===== config.mk =====
export PLATFORM = sky130hd
export DESIGN_NAME = ehl_gpio_arb
export DESIGN_NICKNAME = d
export VERILOG_FILES = /design/src/rtl/ehl_gpio_pkg.sv /design/src/rtl/ehl_gpio_rr_pick.sv /design/src/rtl/ehl_gpio_arb.sv
export SDC_FILE = /design/constraint.sdc
export NUM_CORES = 1
export LEC_CHECK = 0
export BUFFER_PORTS_ARGS = -buffer_cell sky130_fd_sc_hd__buf_2
export CAP_MARGIN = 20
export CORE_MARGIN = 3
export CORE_UTILIZATION = 31
export DETAILED_ROUTE_END_ITERATION = 8
export PLACE_DENSITY_LB_ADDON = 0.2
export SYNTH_ARGS = -nofsm -noshare
export SYNTH_HDL_FRONTEND = slang
export SYNTH_HIERARCHICAL = 1
export SYNTH_SLANG_ARGS = --single-unit

===== constraint.sdc =====
create_clock -name clk_ug -period 4.32 [get_ports clk_ug]
set_input_delay 0.648 -clock clk_ug [delete_from_list [all_inputs] [get_ports clk_ug]]
set_output_delay 0.648 -clock clk_ug [all_outputs]
set_load 0.005 [all_outputs]

===== src/rtl/ehl_gpio_pkg.sv =====
// ehl_gpio_pkg: shared op/register codes, arbiter FSM states and the command legality rule.
package ehl_gpio_pkg;
  localparam logic [2:0] OP_READ  = 3'd0;
  localparam logic [2:0] OP_WRITE = 3'd1;
  localparam logic [2:0] OP_SET   = 3'd2;
  localparam logic [2:0] OP_CLR   = 3'd3;
  localparam logic [2:0] OP_INV   = 3'd4;
  localparam logic [3:0] ADR_GDOR = 4'd0;
  localparam logic [3:0] ADR_GOER = 4'd1;
  localparam logic [3:0] ADR_GAFR = 4'd2;
  localparam logic [3:0] ADR_GPER = 4'd3;
  localparam logic [3:0] ADR_GPTR = 4'd4;
  localparam logic [3:0] ADR_GIER = 4'd5;
  localparam logic [3:0] ADR_GISR = 4'd6;
  localparam logic [3:0] ADR_GIFR = 4'd7;
  localparam logic [3:0] ADR_GDIR = 4'd8;
  localparam logic [3:0] ADR_GCMR = 4'd9;
  localparam logic [3:0] ADR_GFMR = 4'd10;
  localparam logic [3:0] ADR_MAX  = 4'd10;
  typedef enum logic [1:0] {ST_IDLE, ST_ISSUE, ST_RDWAIT, ST_DONE} state_e;
  // GDIR is read-only; GIFR is write-one-to-clear, so only READ and CLR make sense there.
  function automatic logic cmd_legal(input logic [2:0] op, input logic [3:0] addr);
    return op <= OP_INV && addr <= ADR_MAX && (addr != ADR_GDIR || op == OP_READ) &&
           (addr != ADR_GIFR || op == OP_READ || op == OP_CLR);
  endfunction
endpackage


===== src/rtl/ehl_gpio_rr_pick.sv =====
// ehl_gpio_rr_pick: combinational round-robin picker, first masked request at or after ptr_i.
// Ports: req_i/mask_i request and enable vectors, ptr_i search start; idx_o winner, vld_o any winner.
module ehl_gpio_rr_pick #(
  parameter int NREQ = 4
) (
  input  logic [NREQ-1:0]         req_i,
  input  logic [NREQ-1:0]         mask_i,
  input  logic [$clog2(NREQ)-1:0] ptr_i,
  output logic [$clog2(NREQ)-1:0] idx_o,
  output logic                    vld_o
);
  logic [NREQ-1:0] act;
  assign act = req_i & mask_i;
  assign vld_o = |act;
  // Scan from the farthest offset down so the nearest hit is written last and wins.
  always_comb begin
    idx_o = '0;
    for (int i = NREQ - 1; i >= 0; i--)
      if (act[(int'(ptr_i) + i) % NREQ]) idx_o = $clog2(NREQ)'((int'(ptr_i) + i) % NREQ);
  end
endmodule


===== src/rtl/ehl_gpio_arb.sv =====
// ehl_gpio_arb: round-robin arbiter serialising NREQ requesters onto one GPIO register command bus.
// Optional bus lock for atomic read-modify-write is built when EHL_GPIO_ARB_LOCK_EN is defined.
// Ports: clk_ug, reset_n (async, active-low); req/req_op/req_addr/req_data[/req_lock] per requester;
//   ack/err/rdata completion back to requesters; cmd_vld/cmd_op/cmd_addr/cmd_data to the decoder;
//   core_rdata read data from the core.
module ehl_gpio_arb
  import ehl_gpio_pkg::*;
#(
  parameter int NREQ = 4,
  parameter int WIDTH = 32,
`ifdef EHL_GPIO_ARB_LOCK_EN
  parameter int LOCK_TMO = 255,
`endif
  parameter int RD_LAT = 0
) (
  input  logic                    clk_ug,
  input  logic                    reset_n,
  input  logic [NREQ-1:0]         req,
  input  logic [3*NREQ-1:0]       req_op,
  input  logic [4*NREQ-1:0]       req_addr,
  input  logic [WIDTH*NREQ-1:0]   req_data,
`ifdef EHL_GPIO_ARB_LOCK_EN
  input  logic [NREQ-1:0]         req_lock,
`endif
  output logic [NREQ-1:0]         ack,
  output logic                    err,
  output logic [WIDTH-1:0]        rdata,
  output logic                    cmd_vld,
  output logic [2:0]              cmd_op,
  output logic [3:0]              cmd_addr,
  output logic [WIDTH-1:0]        cmd_data,
  input  logic [WIDTH-1:0]        core_rdata
);
  localparam int IW = $clog2(NREQ);
  state_e state_q;
  logic [IW-1:0] ptr_q, win_q, pick;
  logic [NREQ-1:0] mask;
  logic any, legal, rd_wait;
  logic [2:0] pick_op;
  logic [3:0] pick_addr;
  assign pick_op = req_op[3*pick +: 3];
  assign pick_addr = req_addr[4*pick +: 4];
  assign legal = cmd_legal(pick_op, pick_addr);
  assign rd_wait = RD_LAT != 0 && cmd_op == OP_READ;
`ifdef EHL_GPIO_ARB_LOCK_EN
  logic lock_q, locked;
  logic [IW-1:0] hold_q;
  logic [15:0] cnt_q;
  // The lock stops restricting grants once the holder drops req_lock or its idle count saturates.
  assign locked = lock_q && req_lock[hold_q] && cnt_q != 16'(LOCK_TMO);
  assign mask = locked ? NREQ'(1) << hold_q : '1;
  always_ff @(posedge clk_ug or negedge reset_n)
    if (!reset_n) begin
      lock_q <= 1'b0;
      hold_q <= '0;
      cnt_q <= '0;
    end else if (state_q == ST_IDLE) begin
      if (locked) cnt_q <= req[hold_q] ? '0 : cnt_q + 1'b1;
      else begin
        lock_q <= any && req_lock[pick];
        hold_q <= pick;
        cnt_q <= '0;
      end
    end
`else
  assign mask = '1;
`endif
  ehl_gpio_rr_pick #(.NREQ(NREQ)) u_pick (
    .req_i (req),
    .mask_i(mask),
    .ptr_i (ptr_q),
    .idx_o (pick),
    .vld_o (any)
  );
  always_ff @(posedge clk_ug or negedge reset_n)
    if (!reset_n) begin
      state_q <= ST_IDLE;
      ptr_q <= '0;
      win_q <= '0;
      ack <= '0;
      err <= 1'b0;
      rdata <= '0;
      cmd_vld <= 1'b0;
      cmd_op <= '0;
      cmd_addr <= '0;
      cmd_data <= '0;
    end else begin
      ack <= '0;
      err <= 1'b0;
      cmd_vld <= 1'b0;
      case (state_q)
        ST_IDLE: if (any) begin
          win_q <= pick;
          ptr_q <= pick == IW'(NREQ - 1) ? '0 : pick + 1'b1;
          cmd_op <= pick_op;
          cmd_addr <= pick_addr;
          cmd_data <= req_data[WIDTH*pick +: WIDTH];
          cmd_vld <= legal;
          // Rejected commands never reach the decoder and complete one cycle early.
          ack <= legal ? '0 : NREQ'(1) << pick;
          err <= !legal;
          state_q <= legal ? ST_ISSUE : ST_DONE;
        end
        ST_ISSUE: begin
          if (RD_LAT == 0 && cmd_op == OP_READ) rdata <= core_rdata;
          ack <= rd_wait ? '0 : NREQ'(1) << win_q;
          state_q <= rd_wait ? ST_RDWAIT : ST_DONE;
        end
        ST_RDWAIT: begin
          rdata <= core_rdata;
          ack <= NREQ'(1) << win_q;
          state_q <= ST_DONE;
        end
        default: state_q <= ST_IDLE;
      endcase
    end
endmodule


## After elaboration in Yosys (flattened, before gate mapping)

Index checks and enable logic that the tools add are counted.

- Flip-flop bits (word level): 83
- Output and inout port bits: 77
- Word-level logic and storage cells: 83

- Add/subtract/negate cells: 4
- $mul: 1
- Order comparisons: 6
- Equality and inequality tests: 8
- Shift-type cells: 5
- Multiplexer cells: 28
- Bitwise operators: 3
- Reduce and logical (&&, ||, !) cells: 18

Operator list:

| cell | count |
|---|---|
| $shiftx A128 B8 Y32 | 1 |
| $pmux W32 S2 | 1 |
| $mux W32 | 1 |
| $shiftx A16 B5 Y4 | 1 |
| $mux W2 | 7 |
| $lt A3 B4 Y1 const B | 3 |
| $shiftx A12 B5 Y3 | 1 |
| $mux W1 | 11 |
| $bmux W1 S2 | 4 |
| $mux W4 | 2 |
| $pmux W4 S2 | 1 |
| $reduce_or A2 Y1 | 4 |
| $shl A1 B2 Y4 const A | 2 |
| $logic_not A3 Y1 | 2 |
| $add A2 B1 Y2 const B | 2 |
| $add A2 B2 Y2 const B | 2 |
| $eq A2 B2 Y1 const B | 2 |
| $le A4 B4 Y1 const B | 1 |
| $mul A2 B2 Y4 const A | 1 |
| $ne A2 B2 Y1 const B | 2 |
| $ne A4 B3 Y1 const B | 1 |
| $ne A4 B4 Y1 const B | 1 |
| $pmux W2 S2 | 1 |
| $reduce_and A2 Y1 | 2 |
| other kinds (11) | 17 |

## Logic depth before layout (Yosys ltp)

- Depth in word-level cells: 19
- Mapped depth: 10

## Cells and area by module

The synthesis kept the hierarchy.

By module, submodules not included:

| module | times used | cells each | area each (sq um) |
|---|---|---|---|
| ehl_gpio_arb | 1 | 262 | 4217.8 |
| ehl_gpio_rr_pick | 1 | 16 | 97.6 |

## Worst setup path before layout

Ideal clock, no wire load.

- Path kind: in2reg
- From: input port req[0]
- To: register cmd_vld
- Data arrival time: 2902 ps
- Data required time: 4200 ps
- Slack: 1299 ps
- Stages on the path: 10
- Path buffers: 2
- Path through: nand3_1 > a32oi_1 > nor4_1 > buf_6 > buf_2 > mux4_2 > nand2_1 > a211oi_1 > a22o_2 > and3_1

- Longest elaborated chain between the ends: 15
- Elaborated cells between the ends (all ways): 33
- Classes of those cells: mul (1); order compare (2); eq/ne (3); shift (2); mux (17); reduce/logical (8)

RTL lines:

| what | RTL line | text |
|---|---|---|
| from (decl) | ehl_gpio_arb.sv:18 | `input logic [NREQ-1:0] req,` |
| $bmux W1 S2 | ehl_gpio_rr_pick.sv:19 | `if (act[(int'(ptr_i) + i) % NREQ]) idx_o = $clog2(NREQ)'((int'(ptr_i) + i) % NREQ);` |
| $mux W1 (implied by the code) (2 in a row) | ehl_gpio_rr_pick.sv:19 |  |
| $mux W2 (3 in a row) | ehl_gpio_rr_pick.sv:19 |  |
| $mux W2 * | ehl_gpio_rr_pick.sv:19 |  |
| named net pick[0] | ehl_gpio_arb.sv:36 | `logic [IW-1:0] ptr_q, win_q, pick;` |
| $mul A2 B2 Y4 | ehl_gpio_arb.sv:41 | `assign pick_op = req_op[3*pick +: 3];` |
| $shiftx A12 B5 Y3 | ehl_gpio_arb.sv:41 |  |
| $le A3 B3 Y1 or $logic_not A3 Y1 (tied branches) | ehl_gpio_pkg.sv:23, ehl_gpio_pkg.sv:24 |  |
| $logic_and A1 B1 Y1 (tied with other cells) | ehl_gpio_pkg.sv:23 | `return op <= OP_INV && addr <= ADR_MAX && (addr != ADR_GDIR \|\| op == OP_READ) &&` |
| $logic_and A1 B1 Y1 or $logic_or A1 B1 Y1 (tied branches) | ehl_gpio_pkg.sv:23, ehl_gpio_pkg.sv:24 |  |
| $logic_and A1 B1 Y1 * | ehl_gpio_pkg.sv:23 |  |
| $mux W1 * | ehl_gpio_arb.sv:92 | `ST_IDLE: if (any) begin` |
| $mux W1 * | ehl_gpio_arb.sv:91 | `case (state_q)` |
| to (signal assigned) | ehl_gpio_arb.sv:98 | `cmd_vld <= legal;` |
| to (decl) | ehl_gpio_arb.sv:28 | `output logic cmd_vld,` |

Mark *: on every way through the listed nets, which the timed path passes. The rest lies on a longest branch. The select of a mux whose other input is x is not followed.
A chain may end at the register's enable or synchronous reset.

## Worst setup path after layout

- From: register ptr_q[1]
- To: register cmd_vld

- Longest elaborated chain between the ends: 16
- Elaborated cells between the ends (all ways): 35
- Classes of those cells: add/sub (3); mul (1); order compare (2); eq/ne (3); shift (2); mux (17); reduce/logical (7)

RTL lines:

| what | RTL line | text |
|---|---|---|
| from (decl) | ehl_gpio_arb.sv:36 |  |
| from (signal assigned) | ehl_gpio_arb.sv:94 | `ptr_q <= pick == IW'(NREQ - 1) ? '0 : pick + 1'b1;` |
| $add A2 B2 Y2 | ehl_gpio_rr_pick.sv:19 |  |
| $bmux W1 S2 | ehl_gpio_rr_pick.sv:19 |  |
| $mux W1 (implied by the code) (2 in a row) | ehl_gpio_rr_pick.sv:19 |  |
| $mux W2 (3 in a row) | ehl_gpio_rr_pick.sv:19 |  |
| $mux W2 * | ehl_gpio_rr_pick.sv:19 |  |
| named net pick[0] | ehl_gpio_arb.sv:36 |  |
| $mul A2 B2 Y4 | ehl_gpio_arb.sv:41 |  |
| $shiftx A12 B5 Y3 | ehl_gpio_arb.sv:41 |  |
| $le A3 B3 Y1 or $logic_not A3 Y1 (tied branches) | ehl_gpio_pkg.sv:23, ehl_gpio_pkg.sv:24 |  |
| $logic_and A1 B1 Y1 (tied with other cells) | ehl_gpio_pkg.sv:23 |  |
| $logic_and A1 B1 Y1 or $logic_or A1 B1 Y1 (tied branches) | ehl_gpio_pkg.sv:23, ehl_gpio_pkg.sv:24 |  |
| $logic_and A1 B1 Y1 * | ehl_gpio_pkg.sv:23 |  |
| $mux W1 * | ehl_gpio_arb.sv:92 |  |
| $mux W1 * | ehl_gpio_arb.sv:91 |  |

Marks and branches as above.

==> flow_summary.json <==
{
  "synth.area.top_cells": "dfrtp_1 (48%), mux4_2 (20%), mux2_2 (19%)",
  "ys_types": 37,
  "start_util": 0.3208,
  "ys_seq_area_frac": 0.4813,
  "fill_cells": 1270,
  "r2r_slack_ns": 1.22,
  "wire_per_inst_um": 16.61,
  "ys_async_sr_fraction": 1.000,
  "maxSlewHeadroom": 0.6575,
  "cts_tree": "done",
  "syn2layout_area_growth_pct": 45.64,
  "rsz0062_at_grt": "false",
  "dp_slack_ns": 0.8869,
  "power.density_nw_per_um2": 614.3,
  "grt_pass1_vias": 3750,
  "cp_data_required_time_ns": 4.55,
  "antenna_found_initial": 1,
  "tns_ns": 0,
  "r2r-start": "ptr_q[1]",
  "yosysTopAreaCell": "dfrtp_1",
  "dr.pass1.iters": 4,
  "gp_congestion": 0.8058,
  "cts_root_buf": "clkbuf_16",
  "die_area_um2": 15370,
  "end_kind": "register",
  "cts.sinks": 83,
  "vias_per_cell": 4.791,
  "grt_pass1_wl_um": 18240,
  "yosysWarnings": 6,
  "drc_errors": 0,
  "worstPathArrival_ns": 3.33,
  "crit_type": "reg2reg",
  "r2r_end": "cmd_vld",
  "grt_max_degree": 84,
  "finClkSkew_ns": 0.004707,
  "ios": 271,
  "nets": 756,
  "cp_max_fo": 43,
  "holdBufCountCts": 0,
  "worstRegToRegCells": 9,
  "rows": 42,
  "antenna_left": 0,
  "tightest_slew_ns": 0.5138,
  "grt_use_total": 0.1553,
  "drt_iter0_drc": 78,
  "die_h_um": 124.0,
  "max_freq_mhz": 322.4,
  "synth_edf_count": 0,
  "cts.clk_slew.worst_paths_ns": 0.06,
  "p_leak_nw": 3.027,
  "period_needed_ns": 3.102,
  "fin_ws_ns": 1.218,
  "syn_avg_cell_area_um2": 15.52,
  "fin_crit_sh": 0.7181,
  "cts.path.max_buffers": 2,
  "ctsHtreeMaxLevel": 3,
  "dp_hpwl_um": 9655,
  "hold_viol": 0,
  "synth_seq_cells": 83,
  "slew_viol_final": 0,
  "synth_top_area_share": 0.4813,
  "die_w_um": 124.0,
  "port_buffers": 270,
  "clock_latency_ns": 0.34,
  "hold_path.class": "in2async",
  "syn_area_um2": 4315,
  "grt_overflow": 0,
  "cts_setup_buffers": 0,
  "drv_cap": 0,
  "cts_made_buffers": 9,
  "coreArea_um2": 13450,
  "multiInputGateArea_um2": 2190,
  "startpoint_type": "register",
  "status": "finished, final reports clean",
  "setup_viol": 0,
  "drive_gt1_frac": 0.7299,
  "regArea_um2": 2077,
  "routed-via-count": 3526,
  "drt-total-wl_um": 12230,
  "vdd_drop_max_uv": 229.8,
  "synthFlopType": "dfrtp_1",
  "ctsResizeCount": 0,
  "syn_inst": 278
}
cells in the mapped netlist (2+ instances only):
library cell	count
o32ai_1	2
o22ai_1	2
dfrtp_1	83
buf_2	5
mux2_2	72
a211oi_1	2
nand2b_1	3
nand2_1	11
o21ai_0	4
nand4b_1	4
nor3_1	3
inv_1	5
buf_1	5
mux4_2	39
ha_1	8
a21o_1	2
nor2_1	2
clkbuf_1	7
metal layers:
metal  GRT usage  part of all wire  up-vias
met5           0                 0        -
met4     0.04860             0.013        0
met3     0.07175              0.12       13
met2      0.2673              0.50      175
met1      0.1709              0.37     1718
li1            -                 -     1620
layout by cell type (no fill, tap or decap), types with 2 or more instances in the layout:
cell / instances
a211oi_1: 2
a21o_1: 2
buf_12: 3
buf_2: 269
buf_4: 2
bufinv_16: 2
clkbuf_16: 9
conb_1: 9
dfrtp_1: 83
ha_1: 8
inv_1: 5
mux2_2: 72
mux4_2: 39
nand2_1: 10
nand2b_1: 3
nand4b_1: 4
nor2_1: 2
nor3_1: 3
o21ai_0: 4
o22ai_1: 2
o32ai_1: 2
how the worst max path moves through the flow:
| stage | startpoint | endpoint | slack, ns | cells past startpoint |
|---|---|---|---|---|
| 2_1_floorplan | req[0] | cmd_vld | 1.30 | 10 |
| 3_3_place_gp | req[0] | state_q[1] | 0.98 | 10 |
| 3_5_place_dp | req[0] | state_q[1] | 0.89 | 10 |
| 4_1_cts | ptr_q[1] | state_q[1] | 1.20 | 9 |
| 5_1_grt | ptr_q[1] | state_q[1] | 0.96 | 9 |
| 6_report | ptr_q[1] | cmd_vld | 1.22 | 9 |
kinds of logic after synthesis:
logic type	count (synthesis)	share of synthesized area
AO/OA/AOI/OAI	20	0.03566
adder cells (fa/ha/maj)	8	0.02320
buffers and inverters	23	0.02320
flip-flops	83	0.4813
multiplexers	112	0.3937
other	1	0.0008690
AND/OR/NAND/NOR	31	0.04204
state kept, by name, indices dropped and copies added, names as in the netlist:
name	count
cmd_data	32
rdata	32
ack	4
cmd_addr	4
cmd_op	3
ptr_q	2
state_q	2
win_q	2
cmd_vld	1
err	1
metrics by stage:
| step | utilization | hold WS [ns] | power, mW | instances | instance area [µm²] |
|---|---|---|---|---|---|
| 2_1_floorplan | - | 0.3524 | 2.349 | 286 | 4345 |
| 3_3_place_gp | 0.4376 | 0.4807 | 3.000 | 716 | 5887 |
| 3_5_place_dp | 0.4376 | 0.4871 | 3.042 | 716 | 5887 |
| 4_1_cts | 0.4620 | 0.5010 | 3.896 | 732 | 6215 |
| 5_1_grt | 0.4672 | 0.2900 | 4.149 | 736 | 6285 |
| 6_report | 0.4672 | 0.2640 | 3.860 | 736 | 6285 |
power by group:
| part | switching, mW | internal (mW) |
|---|---|---|
| clock network | 0.310 | 0.525 |
| registers | 0.195 | 1.17 |
| logic | 0.686 | 0.973 |
critical path, cell delays in order (launching register included):
cell and delay [ns]:
dfrtp_1 0.43, nand3_1 0.11, a32oi_1 0.11, nor4_2 0.39, buf_12 0.36, mux4_2 0.61
nor4b_2 0.35, a211oi_1 0.08, a22o_2 0.34, and3_1 0.20
area by class of cell:
class                   instances  share of cell area
diodes                          1           0.0003982
multi-input cells             180              0.3484
flip-flops and latches         83              0.3305
well taps                     176             0.03504
clock inverters                 5             0.01354
repair buffers                275              0.2305
inverters                       5            0.002986
clock buffers                  11             0.03862
(Power assumes the default switching activity.)
